$ cat config.mk
export PLATFORM = sky130hd
export DESIGN_NAME = mips_debug_host_flat
export DESIGN_NICKNAME = d
export VERILOG_FILES = /design/src/rtl/mips_debug_host_pkg.sv /design/src/rtl/mips_debug_host_if.sv /design/src/rtl/mips_debug_host_step_pulser.sv /design/src/rtl/mips_debug_host.sv /design/src/flat_wrapper.sv
export SDC_FILE = /design/constraint.sdc
export NUM_CORES = 1
export LEC_CHECK = 0
export ABC_CLOCK_PERIOD_IN_PS = 1950
export BUFFER_PORTS_ARGS = -buffer_cell sky130_fd_sc_hd__buf_2
export CELL_PAD_IN_SITES_DETAIL_PLACEMENT = 1
export CELL_PAD_IN_SITES_GLOBAL_PLACEMENT = 1
export CORE_MARGIN = 5
export CORE_UTILIZATION = 36
export DETAILED_ROUTE_END_ITERATION = 10
export PLACE_DENSITY_LB_ADDON = 0.1
export SLEW_MARGIN = 10
export SYNTH_ARGS = -nofsm -noshare
export SYNTH_HDL_FRONTEND = slang
export SYNTH_SLANG_ARGS = --single-unit
export TNS_END_PERCENT = 5
$ cat constraint.sdc
create_clock -name clk -period 1.95 [get_ports clk]
set_clock_uncertainty 0.2 [all_clocks]
set_input_delay 0.39 -clock clk [delete_from_list [all_inputs] [get_ports clk]]
set_output_delay 0.39 -clock clk [all_outputs]
set_load 0.01 [all_outputs]
$ cat src/rtl/mips_debug_host_pkg.sv
// Shared definitions for the mips debug host.
//  - command opcode encodings presented on cmd_op
//  - debug address / data widths of the mips debug port
//  - counter widths and the load helpers that map a count of 0 to the maximum
package mips_debug_host_pkg;

    localparam int DEBUG_ADDR_W = 7;
    localparam int DATA_W       = 32;
    localparam int WORD_CNT_W   = 8;
    localparam int STEP_CNT_W   = 9;

    typedef enum logic [1:0] {
        OP_RUN  = 2'd0,
        OP_HALT = 2'd1,
        OP_STEP = 2'd2,
        OP_DUMP = 2'd3
    } cmd_op_t;

    // A DUMP count of 0 means a full sweep of the 128-entry debug space.
    function automatic logic [WORD_CNT_W-1:0] word_load(input logic [7:0] count);
        return (count == 8'd0) ? 8'd128 : count;
    endfunction

    // A STEP count of 0 means 256 steps, hence the extra counter bit.
    function automatic logic [STEP_CNT_W-1:0] step_load(input logic [7:0] count);
        return (count == 8'd0) ? 9'd256 : {1'b0, count};
    endfunction

endpackage

$ cat src/rtl/mips_debug_host_if.sv
// Bus bundle for the mips debug host.
//  Command channel : cmd_valid/cmd_ready/cmd_op/cmd_base/cmd_count
//  Core debug port : debug_en/debug_step/debug_addr (to core), debug_data (from core)
//  Output stream   : out_valid/out_ready/out_addr/out_data/out_last
//  Status          : busy
// Handshakes (command and output stream): a transfer happens on a rising clk edge
// where valid and ready are both high; the sender holds its payload stable and
// keeps valid high until that edge, and ready may change freely.
// master = the debug host, slave = its environment (command source, core, consumer).
interface mips_debug_host_if;
    import mips_debug_host_pkg::*;

    logic                    cmd_valid;
    logic                    cmd_ready;
    cmd_op_t                 cmd_op;
    logic [DEBUG_ADDR_W-1:0] cmd_base;
    logic [7:0]              cmd_count;

    logic                    debug_en;
    logic                    debug_step;
    logic [DEBUG_ADDR_W-1:0] debug_addr;
    logic [DATA_W-1:0]       debug_data;

    logic                    out_valid;
    logic                    out_ready;
    logic [DEBUG_ADDR_W-1:0] out_addr;
    logic [DATA_W-1:0]       out_data;
    logic                    out_last;

    logic                    busy;

    modport master (
        input  cmd_valid, cmd_op, cmd_base, cmd_count, debug_data, out_ready,
        output cmd_ready, debug_en, debug_step, debug_addr,
               out_valid, out_addr, out_data, out_last, busy
    );

    modport slave (
        output cmd_valid, cmd_op, cmd_base, cmd_count, debug_data, out_ready,
        input  cmd_ready, debug_en, debug_step, debug_addr,
               out_valid, out_addr, out_data, out_last, busy
    );

endinterface

$ cat src/rtl/mips_debug_host_step_pulser.sv
// Single-step pulse generator.
//  i_start  : begin a pulse (accepted when idle, or on the o_done cycle to chain pulses)
//  o_step   : registered step pulse, high STEP_HIGH cycles then low STEP_GAP cycles
//  o_hi_end : last high cycle of the current pulse
//  o_done   : last low cycle of the gap; a start here re-arms without an extra idle cycle
//  o_state  : internal phase for observation
module mips_debug_host_step_pulser #(
    parameter int STEP_HIGH = 4,
    parameter int STEP_GAP  = 4
) (
    input  logic       clk,
    input  logic       rst_n,
    input  logic       i_start,
    output logic       o_step,
    output logic       o_hi_end,
    output logic       o_done,
    output logic [1:0] o_state
);

    localparam int CNT_MAX = (STEP_HIGH > STEP_GAP) ? STEP_HIGH : STEP_GAP;
    localparam int CNT_W   = $clog2(CNT_MAX + 1);
    localparam logic [CNT_W-1:0] HI_LOAD = CNT_W'(STEP_HIGH - 1);
    localparam logic [CNT_W-1:0] LO_LOAD = CNT_W'(STEP_GAP - 1);

    typedef enum logic [1:0] {
        P_IDLE = 2'd0,
        P_HI   = 2'd1,
        P_LO   = 2'd2
    } pstate_t;

    pstate_t          r_state;
    logic [CNT_W-1:0] r_cnt;
    logic             r_step;

    assign o_step   = r_step;
    assign o_hi_end = (r_state == P_HI) && (r_cnt == '0);
    assign o_done   = (r_state == P_LO) && (r_cnt == '0);
    assign o_state  = r_state;

    always_ff @(posedge clk or negedge rst_n) begin
        if (!rst_n) begin
            r_state <= P_IDLE;
            r_cnt   <= '0;
            r_step  <= 1'b0;
        end else begin
            case (r_state)
                P_IDLE: begin
                    if (i_start) begin
                        r_step  <= 1'b1;
                        r_cnt   <= HI_LOAD;
                        r_state <= P_HI;
                    end
                end
                P_HI: begin
                    if (r_cnt == '0) begin
                        r_step  <= 1'b0;
                        r_cnt   <= LO_LOAD;
                        r_state <= P_LO;
                    end else begin
                        r_cnt <= r_cnt - CNT_W'(1);
                    end
                end
                P_LO: begin
                    if (r_cnt == '0) begin
                        if (i_start) begin
                            r_step  <= 1'b1;
                            r_cnt   <= HI_LOAD;
                            r_state <= P_HI;
                        end else begin
                            r_state <= P_IDLE;
                        end
                    end else begin
                        r_cnt <= r_cnt - CNT_W'(1);
                    end
                end
                default: r_state <= P_IDLE;
            endcase
        end
    end

endmodule

$ cat src/rtl/mips_debug_host.sv
// Host-side master for the mips core debug port.
// Accepts RUN/HALT/STEP/DUMP commands, halts/resumes and single-steps the core,
// and sweeps debug addresses, streaming each captured word with its address.
//  clk, rst_n    : clock, asynchronous active-low reset
//  bus (master)  : command channel, core debug port, output stream, busy
//  o_state       : main FSM state (IDLE=0 STEP_HI=1 STEP_LO=2 RD_WAIT=3 RD_OUT=4)
//  o_pulse_state : step pulser phase
module mips_debug_host
    import mips_debug_host_pkg::*;
#(
    parameter int READ_LAT  = 2,
    parameter int STEP_HIGH = 4,
    parameter int STEP_GAP  = 4
) (
    input  logic               clk,
    input  logic               rst_n,
    mips_debug_host_if.master  bus,
    output logic [2:0]         o_state,
    output logic [1:0]         o_pulse_state
);

    localparam int LAT_W = $clog2(READ_LAT + 1);
    localparam logic [LAT_W-1:0] LAT_LOAD = LAT_W'(READ_LAT);

    typedef enum logic [2:0] {
        S_IDLE    = 3'd0,
        S_STEP_HI = 3'd1,
        S_STEP_LO = 3'd2,
        S_RD_WAIT = 3'd3,
        S_RD_OUT  = 3'd4
    } state_t;

    state_t                  r_state;
    logic [STEP_CNT_W-1:0]   r_step_cnt;
    logic [WORD_CNT_W-1:0]   r_words;
    logic [LAT_W-1:0]        r_lat;
    logic                    r_debug_en;
    logic [DEBUG_ADDR_W-1:0] r_debug_addr;
    logic                    r_out_valid;
    logic [DEBUG_ADDR_W-1:0] r_out_addr;
    logic [DATA_W-1:0]       r_out_data;
    logic                    r_out_last;

    logic w_accept;
    logic w_pulse_start;
    logic w_step;
    logic w_hi_end;
    logic w_done;

    assign w_accept = (r_state == S_IDLE) && bus.cmd_valid;

    // A new pulse starts on a STEP accept, or back-to-back from the end of the
    // previous gap while more steps remain, so the gap is exactly STEP_GAP.
    assign w_pulse_start = (w_accept && (bus.cmd_op == OP_STEP)) ||
                           ((r_state == S_STEP_LO) && w_done && (r_step_cnt != 9'd1));

    mips_debug_host_step_pulser #(
        .STEP_HIGH (STEP_HIGH),
        .STEP_GAP  (STEP_GAP)
    ) u_pulser (
        .clk      (clk),
        .rst_n    (rst_n),
        .i_start  (w_pulse_start),
        .o_step   (w_step),
        .o_hi_end (w_hi_end),
        .o_done   (w_done),
        .o_state  (o_pulse_state)
    );

    assign bus.cmd_ready  = (r_state == S_IDLE);
    assign bus.busy       = (r_state != S_IDLE);
    assign bus.debug_en   = r_debug_en;
    assign bus.debug_step = w_step;
    assign bus.debug_addr = r_debug_addr;
    assign bus.out_valid  = r_out_valid;
    assign bus.out_addr   = r_out_addr;
    assign bus.out_data   = r_out_data;
    assign bus.out_last   = r_out_last;
    assign o_state        = r_state;

    always_ff @(posedge clk or negedge rst_n) begin
        if (!rst_n) begin
            r_state      <= S_IDLE;
            r_step_cnt   <= '0;
            r_words      <= '0;
            r_lat        <= '0;
            r_debug_en   <= 1'b0;
            r_debug_addr <= '0;
            r_out_valid  <= 1'b0;
            r_out_addr   <= '0;
            r_out_data   <= '0;
            r_out_last   <= 1'b0;
        end else begin
            case (r_state)
                S_IDLE: begin
                    if (w_accept) begin
                        case (bus.cmd_op)
                            OP_RUN:  r_debug_en <= 1'b0;
                            OP_HALT: r_debug_en <= 1'b1;
                            OP_STEP: begin
                                r_debug_en <= 1'b1;
                                r_step_cnt <= step_load(bus.cmd_count);
                                r_state    <= S_STEP_HI;
                            end
                            OP_DUMP: begin
                                r_debug_addr <= bus.cmd_base;
                                r_words      <= word_load(bus.cmd_count);
                                r_lat        <= LAT_LOAD;
                                r_state      <= S_RD_WAIT;
                            end
                            default: r_state <= S_IDLE;
                        endcase
                    end
                end
                S_STEP_HI: begin
                    if (w_hi_end) r_state <= S_STEP_LO;
                end
                S_STEP_LO: begin
                    if (w_done) begin
                        r_step_cnt <= r_step_cnt - 9'd1;
                        r_state    <= (r_step_cnt == 9'd1) ? S_IDLE : S_STEP_HI;
                    end
                end
                S_RD_WAIT: begin
                    // r_lat was loaded on the address update; sampling when it
                    // reaches 1 gives exactly READ_LAT cycles of settling.
                    if (r_lat == LAT_W'(1)) begin
                        r_out_data  <= bus.debug_data;
                        r_out_addr  <= r_debug_addr;
                        r_out_last  <= (r_words == 8'd1);
                        r_out_valid <= 1'b1;
                        r_state     <= S_RD_OUT;
                    end else begin
                        r_lat <= r_lat - LAT_W'(1);
                    end
                end
                S_RD_OUT: begin
                    if (bus.out_ready) begin
                        r_out_valid <= 1'b0;
                        r_words     <= r_words - 8'd1;
                        if (r_out_last) begin
                            r_out_last <= 1'b0;
                            r_state    <= S_IDLE;
                        end else begin
                            r_debug_addr <= r_debug_addr + 7'd1;
                            r_lat        <= LAT_LOAD;
                            r_state      <= S_RD_WAIT;
                        end
                    end
                end
                default: r_state <= S_IDLE;
            endcase
        end
    end

endmodule
$ cat src/flat_wrapper.sv
// flat-port wrapper written by rule: the top's interface ports become plain ports
module mips_debug_host_flat import mips_debug_host_pkg::*;
#(
    parameter int READ_LAT  = 2,
    parameter int STEP_HIGH = 4,
    parameter int STEP_GAP  = 4
)
  (clk, rst_n, o_state, o_pulse_state, bus_cmd_valid, bus_cmd_op, bus_cmd_base, bus_cmd_count, bus_debug_data, bus_out_ready, bus_cmd_ready, bus_debug_en, bus_debug_step, bus_debug_addr, bus_out_valid, bus_out_addr, bus_out_data, bus_out_last, bus_busy);
  mips_debug_host_if bus_i ();
  input  logic clk;
  input  logic rst_n;
  output logic [2:0] o_state;
  output logic [1:0] o_pulse_state;
  input wire logic [$bits(bus_i.cmd_valid)-1:0] bus_cmd_valid;
  input wire logic [$bits(bus_i.cmd_op)-1:0] bus_cmd_op;
  input wire logic [$bits(bus_i.cmd_base)-1:0] bus_cmd_base;
  input wire logic [$bits(bus_i.cmd_count)-1:0] bus_cmd_count;
  input wire logic [$bits(bus_i.debug_data)-1:0] bus_debug_data;
  input wire logic [$bits(bus_i.out_ready)-1:0] bus_out_ready;
  output wire logic [$bits(bus_i.cmd_ready)-1:0] bus_cmd_ready;
  output wire logic [$bits(bus_i.debug_en)-1:0] bus_debug_en;
  output wire logic [$bits(bus_i.debug_step)-1:0] bus_debug_step;
  output wire logic [$bits(bus_i.debug_addr)-1:0] bus_debug_addr;
  output wire logic [$bits(bus_i.out_valid)-1:0] bus_out_valid;
  output wire logic [$bits(bus_i.out_addr)-1:0] bus_out_addr;
  output wire logic [$bits(bus_i.out_data)-1:0] bus_out_data;
  output wire logic [$bits(bus_i.out_last)-1:0] bus_out_last;
  output wire logic [$bits(bus_i.busy)-1:0] bus_busy;
  assign bus_i.cmd_valid = bus_cmd_valid;
  assign bus_i.cmd_op = bus_cmd_op;
  assign bus_i.cmd_base = bus_cmd_base;
  assign bus_i.cmd_count = bus_cmd_count;
  assign bus_i.debug_data = bus_debug_data;
  assign bus_i.out_ready = bus_out_ready;
  assign bus_cmd_ready = bus_i.cmd_ready;
  assign bus_debug_en = bus_i.debug_en;
  assign bus_debug_step = bus_i.debug_step;
  assign bus_debug_addr = bus_i.debug_addr;
  assign bus_out_valid = bus_i.out_valid;
  assign bus_out_addr = bus_i.out_addr;
  assign bus_out_data = bus_i.out_data;
  assign bus_out_last = bus_i.out_last;
  assign bus_busy = bus_i.busy;
  mips_debug_host #(.READ_LAT(READ_LAT), .STEP_HIGH(STEP_HIGH), .STEP_GAP(STEP_GAP)) u_core (.clk(clk), .rst_n(rst_n), .bus(bus_i), .o_state(o_state), .o_pulse_state(o_pulse_state));
endmodule
==> results of run 1 <==
worst max-delay path, stage by stage, from the launching register on:
cell and delay [ps]:
dfrtp_1 400, or4_4 540, or4_4 430, a211oi_2 190, a2bb2oi_1 170
final timing paths:
check / endpoint / slack [ps] / cells after the start
max in group asynchronous: u_core.o_state[0] / 780 / 3
min: u_core.bus.debug_addr[0] / 60 / 3
max: u_core.r_step_cnt[7] / -50 / 4
min in group asynchronous: u_core.r_step_cnt[6] / 400 / 3
min reg2reg: u_core.bus.debug_en / 280 / 2
max reg2reg: u_core.r_step_cnt[7] / -50 / 4
power groups by stage:
stage | Combinational, W | Sequential (W) | Clock (W)
2_1_floorplan | 0.00194 | 0.00318 | 0
3_3_place_gp | 0.00363 | 0.00296 | 0
3_5_place_dp | 0.00376 | 0.00302 | 0
4_1_cts | 0.00382 | 0.00301 | 0.00121
5_1_grt | 0.00426 | 0.00315 | 0.00129
6_report | 0.00389 | 0.00301 | 0.00118
layer usage:
metal,vias up,track usage,routed length (um)
met2,86,0.297,5960
met5,-,0,0
met1,1731,0.233,5130
li1,1675,-,-
met3,8,0.0463,573
met4,0,0.0540,104
cell type report:
class                           count  area [um2]  area share
Clock buffer                       10         128      0.0239
Inverter                           15        56.3      0.0105
Sequential cell                    77        1930       0.362
Clock inverter                      5        52.6     0.00984
Multi-Input combinational cell    267        2030       0.381
Tap cell                          140         175      0.0328
Timing Repair Buffer              156         965       0.181
cell families after synthesis:
logic type / synth area share
adders and majority gates: 0.0470
and+or+nand+nor: 0.135
DFF: 0.482
buffers and inverters: 0.0363
muxes: 0.126
AOI/OAI and AO/OA: 0.173
sequential cells by signal, indices dropped and copies added (netlist names):
signal and count:
u_core.bus.out_valid 1, u_core.bus.out_last 1, u_core.r_words 8, u_core.bus.debug_en 1, u_core.bus.out_addr 7, u_core.o_state 3
u_core.u_pulser.o_state 2, u_core.bus.out_data 32, u_core.bus.debug_addr 7, u_core.u_pulser.r_cnt 3, u_core.r_lat 2, u_core.u_pulser.o_step 1
u_core.r_step_cnt 9
cells in the final DEF (no fill, tap or decap), types with 6 or more instances in the layout:
master,netlist,layout
o21ai_0,26,23
a31oi_1,7,7
inv_1,15,13
o31ai_1,6,6
dfrtp_1,77,74
nand2_1,22,22
nand3b_1,6,6
a21oi_1,29,27
ha_1,15,13
mux2_2,40,40
clkbuf_8,0,9
nand3_1,9,8
nor2_1,28,28
buf_4,0,41
buf_2,5,106
metrics by stage:
step | total power, W | setup TNS (ps) | cells | hold WS, ps
after detailed placement | 0.00678 | -150 | 648 | 257
after global routing | 0.00870 | -399 | 670 | 48.1
final | 0.00808 | -51.7 | 670 | 63.8
after CTS | 0.00804 | -56.0 | 666 | 44.5
after floorplan | 0.00511 | -584 | 376 | -106
after global placement | 0.00659 | -52.2 | 648 | 252
repair_timing:
action                                  CTS  global route
pin swaps                                 2             2
hold endpoints to repair                 77             0
endpoints found under the setup margin   10            64
gates cloned                              0             1
hold buffers                              1             0
setup buffers                             2             3
resized for setup                         4            20
==> results.md, run 1 <==
- Status: finished with violations
- Failing checks: negative setup slack
- Syn Nets: 444
- Tightest Pin Transition: 423 ps
- Post-synth cell types: 57
- First-pass GRT wire length: 19100 um
- PortBufs: 109
- DRC: 0
- Drt first pass iters: 4
- CP Class: flop to flop
- Most frequent cell after synthesis: dfrtp_1
- CTS tree: built
- Root buffer cell: clkbuf_8
- Leakage: 2.43 nW
- Worst slack at placement: -74.6 ps
- Fillers: 1266
- Tmin final: 2000 ps
- Yosys reg bits: 77
- Worst-Skew Late Latency: 340 ps
- Top post-synthesis cells by area: dfrtp_1, mux2_2, ha_1, a21oi_1, o21ai_0
- Sequential share of power: 0.372
- Post-detail-place hpwl: 8610 um
- Layout cells sized above 1: 0.458
- Relative slew slack: 0.715
- Die Ht: 115 um
- Largest net degree at the start of global routing: 78
- Synth Instances: 376
- Area leader, netlist: dfrtp_1
- DP Area: 0.00502 mm2
- Switch share: 0.391
- Max VDD drop: 0.650 mV
- Reg2reg start: u_core.r_step_cnt[1]
- Initial antenna violation count: 0
- Period utilization: 1.03
- Register area share after synthesis: 0.482
- Worst-path fanout max: 3
- WL final: 11800 um
- Max-cap violation count: 0
- Diodes inserted: 0
- Pwr/cell area: 1510 mW/mm2
- Final setup fails: 1
- Post-synthesis average cell area: 10.6 um2
- Total CTS buffers: 9
- Synth warn: 0
- Top-area cell type share of the netlist area: 0.482
- Row count: 38
- CTS sink cnt: 77
- Vias in the first global route: 3739
- RSZ-0062 raised after global routing: yes
- Critical Path AT: 2070 ps
- CP Capture Type: flop
- Starting Density: 0.369
- Synth cell count leaders: dfrtp_1, mux2_2, a21oi_1
- Hold path start: bus_cmd_base[0]
- Combinational fraction of design power: 0.482
- Clk pwr share: 0.146
- Clock Pin Slew Worst Setup and Hold Paths: 80 ps
- Nets: 594
- Worst setup margin: -51.7 ps
- CP startpoint: u_core.r_step_cnt[1]
- FFs w/ async S/R, synth: 1.00
- Final instance area: 0.00534 mm2
- Chip Width: 115 um
- RD Place Congestion: 0.777
- Hold crit path type: input pin to flop
- Crit path launch type: flop
- CTS H-tree depth: 3
- CORE AREA: 0.0108 mm2
- Top FF cell, synth: dfrtp_1
- Layout Utilization: 0.493
- Total I/O pin count: 110
- Syn Std Cell Area: 0.00400 mm2
- Die area: 0.0133 mm2
- Number of flops mapped to enable cells by yosys: 0
- Clk buf depth: 2
- Internal cell power: 0.00492 W
- P&R area growth vs syn: 33.6%
- DRT iter0 DRCs: 110
- Hold Vio Cnt, Final: 0
- Vias: 3500
- GRT Overall Usage: 0.180
- WL/cell: 17.6 um
- Worst Path Required: 2020 ps
- Post-DRT Antenna Nets: 0
- Net Sw Power: 0.00316 W
- Max Freq: 0.500 GHz
- Remaining Overflow, GRT: 0
- Fin. max-slew vios: 0
- Vias per inst: 5.22
Power figures use the tool's default switching activity.
==> run 2: changes to the inputs <==
--- a/config.mk
+++ b/config.mk
@@ -11,6 +11,7 @@
 export CELL_PAD_IN_SITES_GLOBAL_PLACEMENT = 1
 export CORE_MARGIN = 5
 export CORE_UTILIZATION = 36
+export CTS_CLUSTER_SIZE = 28
 export DETAILED_ROUTE_END_ITERATION = 10
 export PLACE_DENSITY_LB_ADDON = 0.1
 export SLEW_MARGIN = 10
==> constraint.sdc (replaced) <==
create_clock -name clk -period 1.95 [get_ports clk]
set_clock_uncertainty 0.2 [all_clocks]
set_input_delay 0.0975 -clock clk [delete_from_list [all_inputs] [get_ports clk]]
set_output_delay 0.0975 -clock clk [all_outputs]
set_load 0.01 [all_outputs]
==> results.md, run 2 (synthesized netlist as in run 1, its figures left out) <==
- Post-DRT Antenna Nets: 0
- DRT iter0 DRCs: 210
- Max Freq: 0.499 GHz
- Clock Pin Slew Worst Setup and Hold Paths: 80 ps
- Vias per inst: 5.14
- Die Ht: 115 um
- Vias in the first global route: 4089
- Die area: 0.0133 mm2
- Crit path largest cell delay: 540 ps
- Row count: 38
- Critical Path AT: 2080 ps
- WL final: 12900 um
- Leakage: 2.67 nW
- First-pass GRT wire length: 20900 um
- DP Area: 0.00508 mm2
- Worst setup margin: -52.7 ps
- CP startpoint: u_core.r_step_cnt[1]
- Layout cells sized above 1: 0.423
- P&R area growth vs syn: 47.8%
- Remaining Overflow, GRT: 0
- RD Place Congestion: 0.782
- RSZ-0062 raised after global routing: yes
- Reg2reg start: u_core.r_step_cnt[1]
- Diodes inserted: 0
- Grt met3 use: 0.0516
- Worst slack at placement: -59.5 ps
- Final setup fails: 1
- Most frequent cells in the layout: buf_2, dfrtp_1, dlygate4sd3_1, buf_4, mux2_2
- Tmin final: 2000 ps
- CTS tree: built
- GRT busiest layer: met2
- Worst Path Required: 2030 ps
- Most frequent CP cell: or4_4
- Total CTS buffers: 9
- Largest net degree at the start of global routing: 38
- Starting Density: 0.369
- CTS H-tree depth: 3
- Bufs and invs on worst path: 0
- Relative slew slack: 0.745
- Critical path's slowest cell: or4_4
- GRT Overall Usage: 0.200
- Crit-path leading delay family: simple AND/OR/NAND/NOR gates
- Hold path start: bus_cmd_base[0]
- Hold WS: 292 ps
- CP Capture Type: flop
- Pwr/cell area: 1390 mW/mm2
- CTS sink cnt: 77
- Root buffer cell: clkbuf_8
- Total I/O pin count: 110
- Clk buf depth: 2
- Max-cap violation count: 0
- CP Class: flop to flop
- Final instance area: 0.00591 mm2
- Status: finished with violations
- PortBufs: 109
- GR Layer Usage met1: 0.244
- Commonest non-fill, non-tap cell in the layout: buf_2
- Max VDD drop: 0.677 mV
- Fillers: 1244
- Period utilization: 1.03
- Post-detail-place hpwl: 8990 um
- Fin. max-slew vios: 0
- Worst-path fanout max: 3
- Nets: 651
- Met2 usage: 0.345
- Initial antenna violation count: 0
- Worst-Skew Late Latency: 360 ps
- DRC: 0
- Crit path cell chain: or4_4 -> or4_4 -> a211oi_2 -> a2bb2oi_1
- Crit path launch type: flop
- Vias: 3745
- Hold crit path type: input pin to flop
- Tightest Pin Transition: 379 ps
- CORE AREA: 0.0108 mm2
- Largest register FFs: 32
- WL/cell: 17.8 um
- Chip Width: 115 um
- Drt first pass iters: 4
- Hold Vio Cnt, Final: 0
- Failing checks: negative setup slack
==> run 2: changes by cell type in the layout (fill, tap and decap cells not counted), sizes merged <==
cell         before  now
buf             155  159
a211o             4    3
clkinv            3    0
dlygate4sd3       1   55
bufinv            1    0
clkinvlp          1    3
inv              15   16
clkbuf           10   12
==> run 2: where the power goes <==
| group | total (W) | internal (W) | switching, W |
|---|---|---|---|
| combinational | 0.00403 | 0.00205 | 0.00197 |
| clock | 0.00119 | 0.000538 | 0.000649 |
| sequential | 0.00302 | 0.00238 | 0.000645 |
==> run 2: cell type report <==
type	instances	area, um2	share of cell area
multi-input cells	266	2040	0.345
flip-flops and latches	77	1930	0.327
repair buffers	214	1520	0.258
well taps	140	175	0.0297
clock buffers	12	155	0.0263
inverters	15	56.3	0.00953
clock inverters	4	31.3	0.00530
==> run 2: tightest hold or removal path, stage by stage <==
cell and delay (ps):
dlygate4sd3_1 520, buf_2 90, nand3_1 50, nand2_1 60
==> run 2: final timing paths <==
kind,end,cells after the start,slack [ps]
setup / recovery,u_core.r_step_cnt[7],4,-50
hold / removal,u_core.bus.debug_addr[0],4,290
setup reg to reg,u_core.r_step_cnt[7],4,-50
hold reg to reg,u_core.bus.out_data[1],1,310
max in group asynchronous,u_core.r_step_cnt[6],4,210
min in group asynchronous,u_core.r_step_cnt[4],3,540
==> run 2: per-layer routing <==
| layer | vias to the layer above | part of all wire |
|---|---|---|
| li1 | 1791 | - |
| met1 | 1847 | 0.41 |
| met2 | 86 | 0.52 |
| met3 | 21 | 0.051 |
| met4 | 0 | 0.021 |
| met5 | - | 0 |
==> run 2: stage by stage <==
step / cells / utilization / total power (W) / setup TNS, ps
2_1_floorplan: 376 / - / 0.00511 / -584
3_3_place_gp: 657 / 0.469 / 0.00665 / -44.3
3_5_place_dp: 657 / 0.469 / 0.00682 / -217
4_1_cts: 728 / 0.537 / 0.00813 / -69.8
5_1_grt: 728 / 0.545 / 0.00887 / -450
6_report: 728 / 0.545 / 0.00823 / -52.7
==> run 2: what timing repair did <==
action	CTS	global route
hold endpoints to repair	135	0
gates resized for setup	1	20
endpoints found under the setup margin	42	36
hold buffers	55	0
pin swaps	1	2
buffers inserted	0	0
==> run 3: changes to the inputs <==
--- a/config.mk
+++ b/config.mk
@@ -13,8 +13,10 @@
 export CORE_UTILIZATION = 36
 export CTS_CLUSTER_SIZE = 28
 export DETAILED_ROUTE_END_ITERATION = 10
+export GPL_TIMING_DRIVEN = 0
 export PLACE_DENSITY_LB_ADDON = 0.1
-export SLEW_MARGIN = 10
+export REMOVE_ABC_BUFFERS = 1
+export SLEW_MARGIN = 20
 export SYNTH_ARGS = -nofsm -noshare
 export SYNTH_HDL_FRONTEND = slang
 export SYNTH_SLANG_ARGS = --single-unit
==> results.md, run 3 (synthesized netlist as in run 1, its figures left out) <==
- Clk buf depth: 2
- Critical Path AT: 2110 ps
- Total CTS buffers: 9
- Layout cells sized above 1: 0.427
- Final setup fails: 8
- Worst setup margin: -81.4 ps
- GRT Overall Usage: 0.201
- Hold Vio Cnt, Final: 0
- WL final: 12700 um
- Worst-path fanout max: 2
- CTS tree: built
- Multi-input logic area: 0.00216 mm2
- WL/cell: 18.0 um
- Setup_tns: -246 ps
- Fillers: 1200
- CP Capture Type: flop
- Starting Density: 0.369
- CORE AREA: 0.0108 mm2
- Leakage: 2.59 nW
- Relative slew slack: 0.691
- Vias: 3687
- Total I/O pin count: 110
- Vias per inst: 5.24
- Most frequent cells in the layout: buf_2, dfrtp_1, dlygate4sd3_1, mux2_2
- Tmin final: 2030 ps
- Max VDD drop: 0.609 mV
- Diodes inserted: 0
- DRC: 0
- Status: finished with violations
- Flip-flop and latch area: 0.00194 mm2
- Worst-Skew Late Latency: 350 ps
- Vias in the first global route: 4232
- Reg2Reg Depth: 4
- Dpl cells: 609
- PortBufs: 109
- Initial antenna violation count: 0
- Final std cells w/o fill: 704
- Worst Path Required: 2030 ps
- Max-cap violation count: 0
- Chip Width: 115 um
- Post-detail-place hpwl: 7840 um
- Fin. max-slew vios: 0
- Nets: 627
- Largest net degree at the start of global routing: 55
- Remaining Overflow, GRT: 0
- RR Endpoint: u_core.r_step_cnt[7]
- Layout Utilization: 0.543
- Pwr/cell area: 1410 mW/mm2
- CTS H-tree depth: 3
- RSZ-0062 raised after global routing: yes
- Die Ht: 115 um
- Commonest non-fill, non-tap cell in the layout: buf_2
- RD Place Congestion: 0.801
- P&R area growth vs syn: 47.3%
- Root buffer cell: clkbuf_8
- Failing checks: negative setup slack
- CTS sink cnt: 77
- Max Freq: 0.492 GHz
- Period utilization: 1.04
- Tightest Pin Transition: 459 ps
- PnR Total Power: 0.00829 W
- DRT iter0 DRCs: 167
- Die area: 0.0133 mm2
- Clock Pin Slew Worst Setup and Hold Paths: 90 ps
- First-pass GRT wire length: 21200 um
- Drt first pass iters: 4
- Row count: 38
- Crit path launch type: flop
- Largest register FFs: 32
- Hold WS: 53.3 ps
- Reg2reg start: u_core.r_step_cnt[0]
- Flop2flop setup slack: -80 ps
- Hold crit path type: input pin to async pin
- Post-DRT Antenna Nets: 0
- CP Class: flop to flop
run 3: stage by stage:
stage,cell area [um2],worst slack [ps]
after floorplan,3910,-823
after global placement,4630,-1560
after detailed placement,4700,-1080
after CTS,5710,-90.1
after global routing,5890,-151
final,5890,-81.4
run 3: power breakdown:
group          leakage [nW]  switching [W]  internal (W)
Combinational          1.59        0.00199       0.00196
Sequential            0.914       0.000671       0.00238
Clock                0.0951       0.000655      0.000633
run 3: critical path: stages (launching register included):
cell	delay, ps
dfrtp_1	400
or4_4	560
or4_4	440
a211oi_2	190
a2bb2oi_1	170
run 3: cell type report:
cell class,instances,area share
multi-input cells,267,0.367
repair buffers,189,0.229
flip-flops and latches,77,0.329
well taps,140,0.0298
clock buffers,10,0.0234
inverters,15,0.00956
clock inverters,6,0.0119
run 3: worst max path at each step:
stage	startpoint	slack, ps	endpoint	depth (start not counted)
3_3_place_gp	u_core.o_state[1]	-1560	u_core.r_step_cnt[1]	4
3_5_place_dp	u_core.o_state[1]	-1080	u_core.r_step_cnt[1]	4
2_1_floorplan	u_core.o_state[1]	-820	u_core.r_step_cnt[1]	4
5_1_grt	u_core.r_step_cnt[0]	-150	u_core.r_step_cnt[7]	4
4_1_cts	u_core.o_state[2]	-90	u_core.u_pulser.r_cnt[2]	4
6_report	u_core.r_step_cnt[0]	-80	u_core.r_step_cnt[7]	4
run 3: timing repair:
action	4_1_cts	5_1_grt
setup endpoints to repair	78	59
endpoints found under the hold margin	135	0
setup buffers	18	7
hold buffers	53	0
gates cloned	1	0
pin swaps	9	9
gates resized for setup	26	35
run 3: metal layers:
metal	routed length [um]	vias up	track usage
met5	0	-	0
met4	178	0	0.0469
met3	923	12	0.0637
met2	6390	97	0.353
met1	5190	1833	0.241
li1	-	1745	-
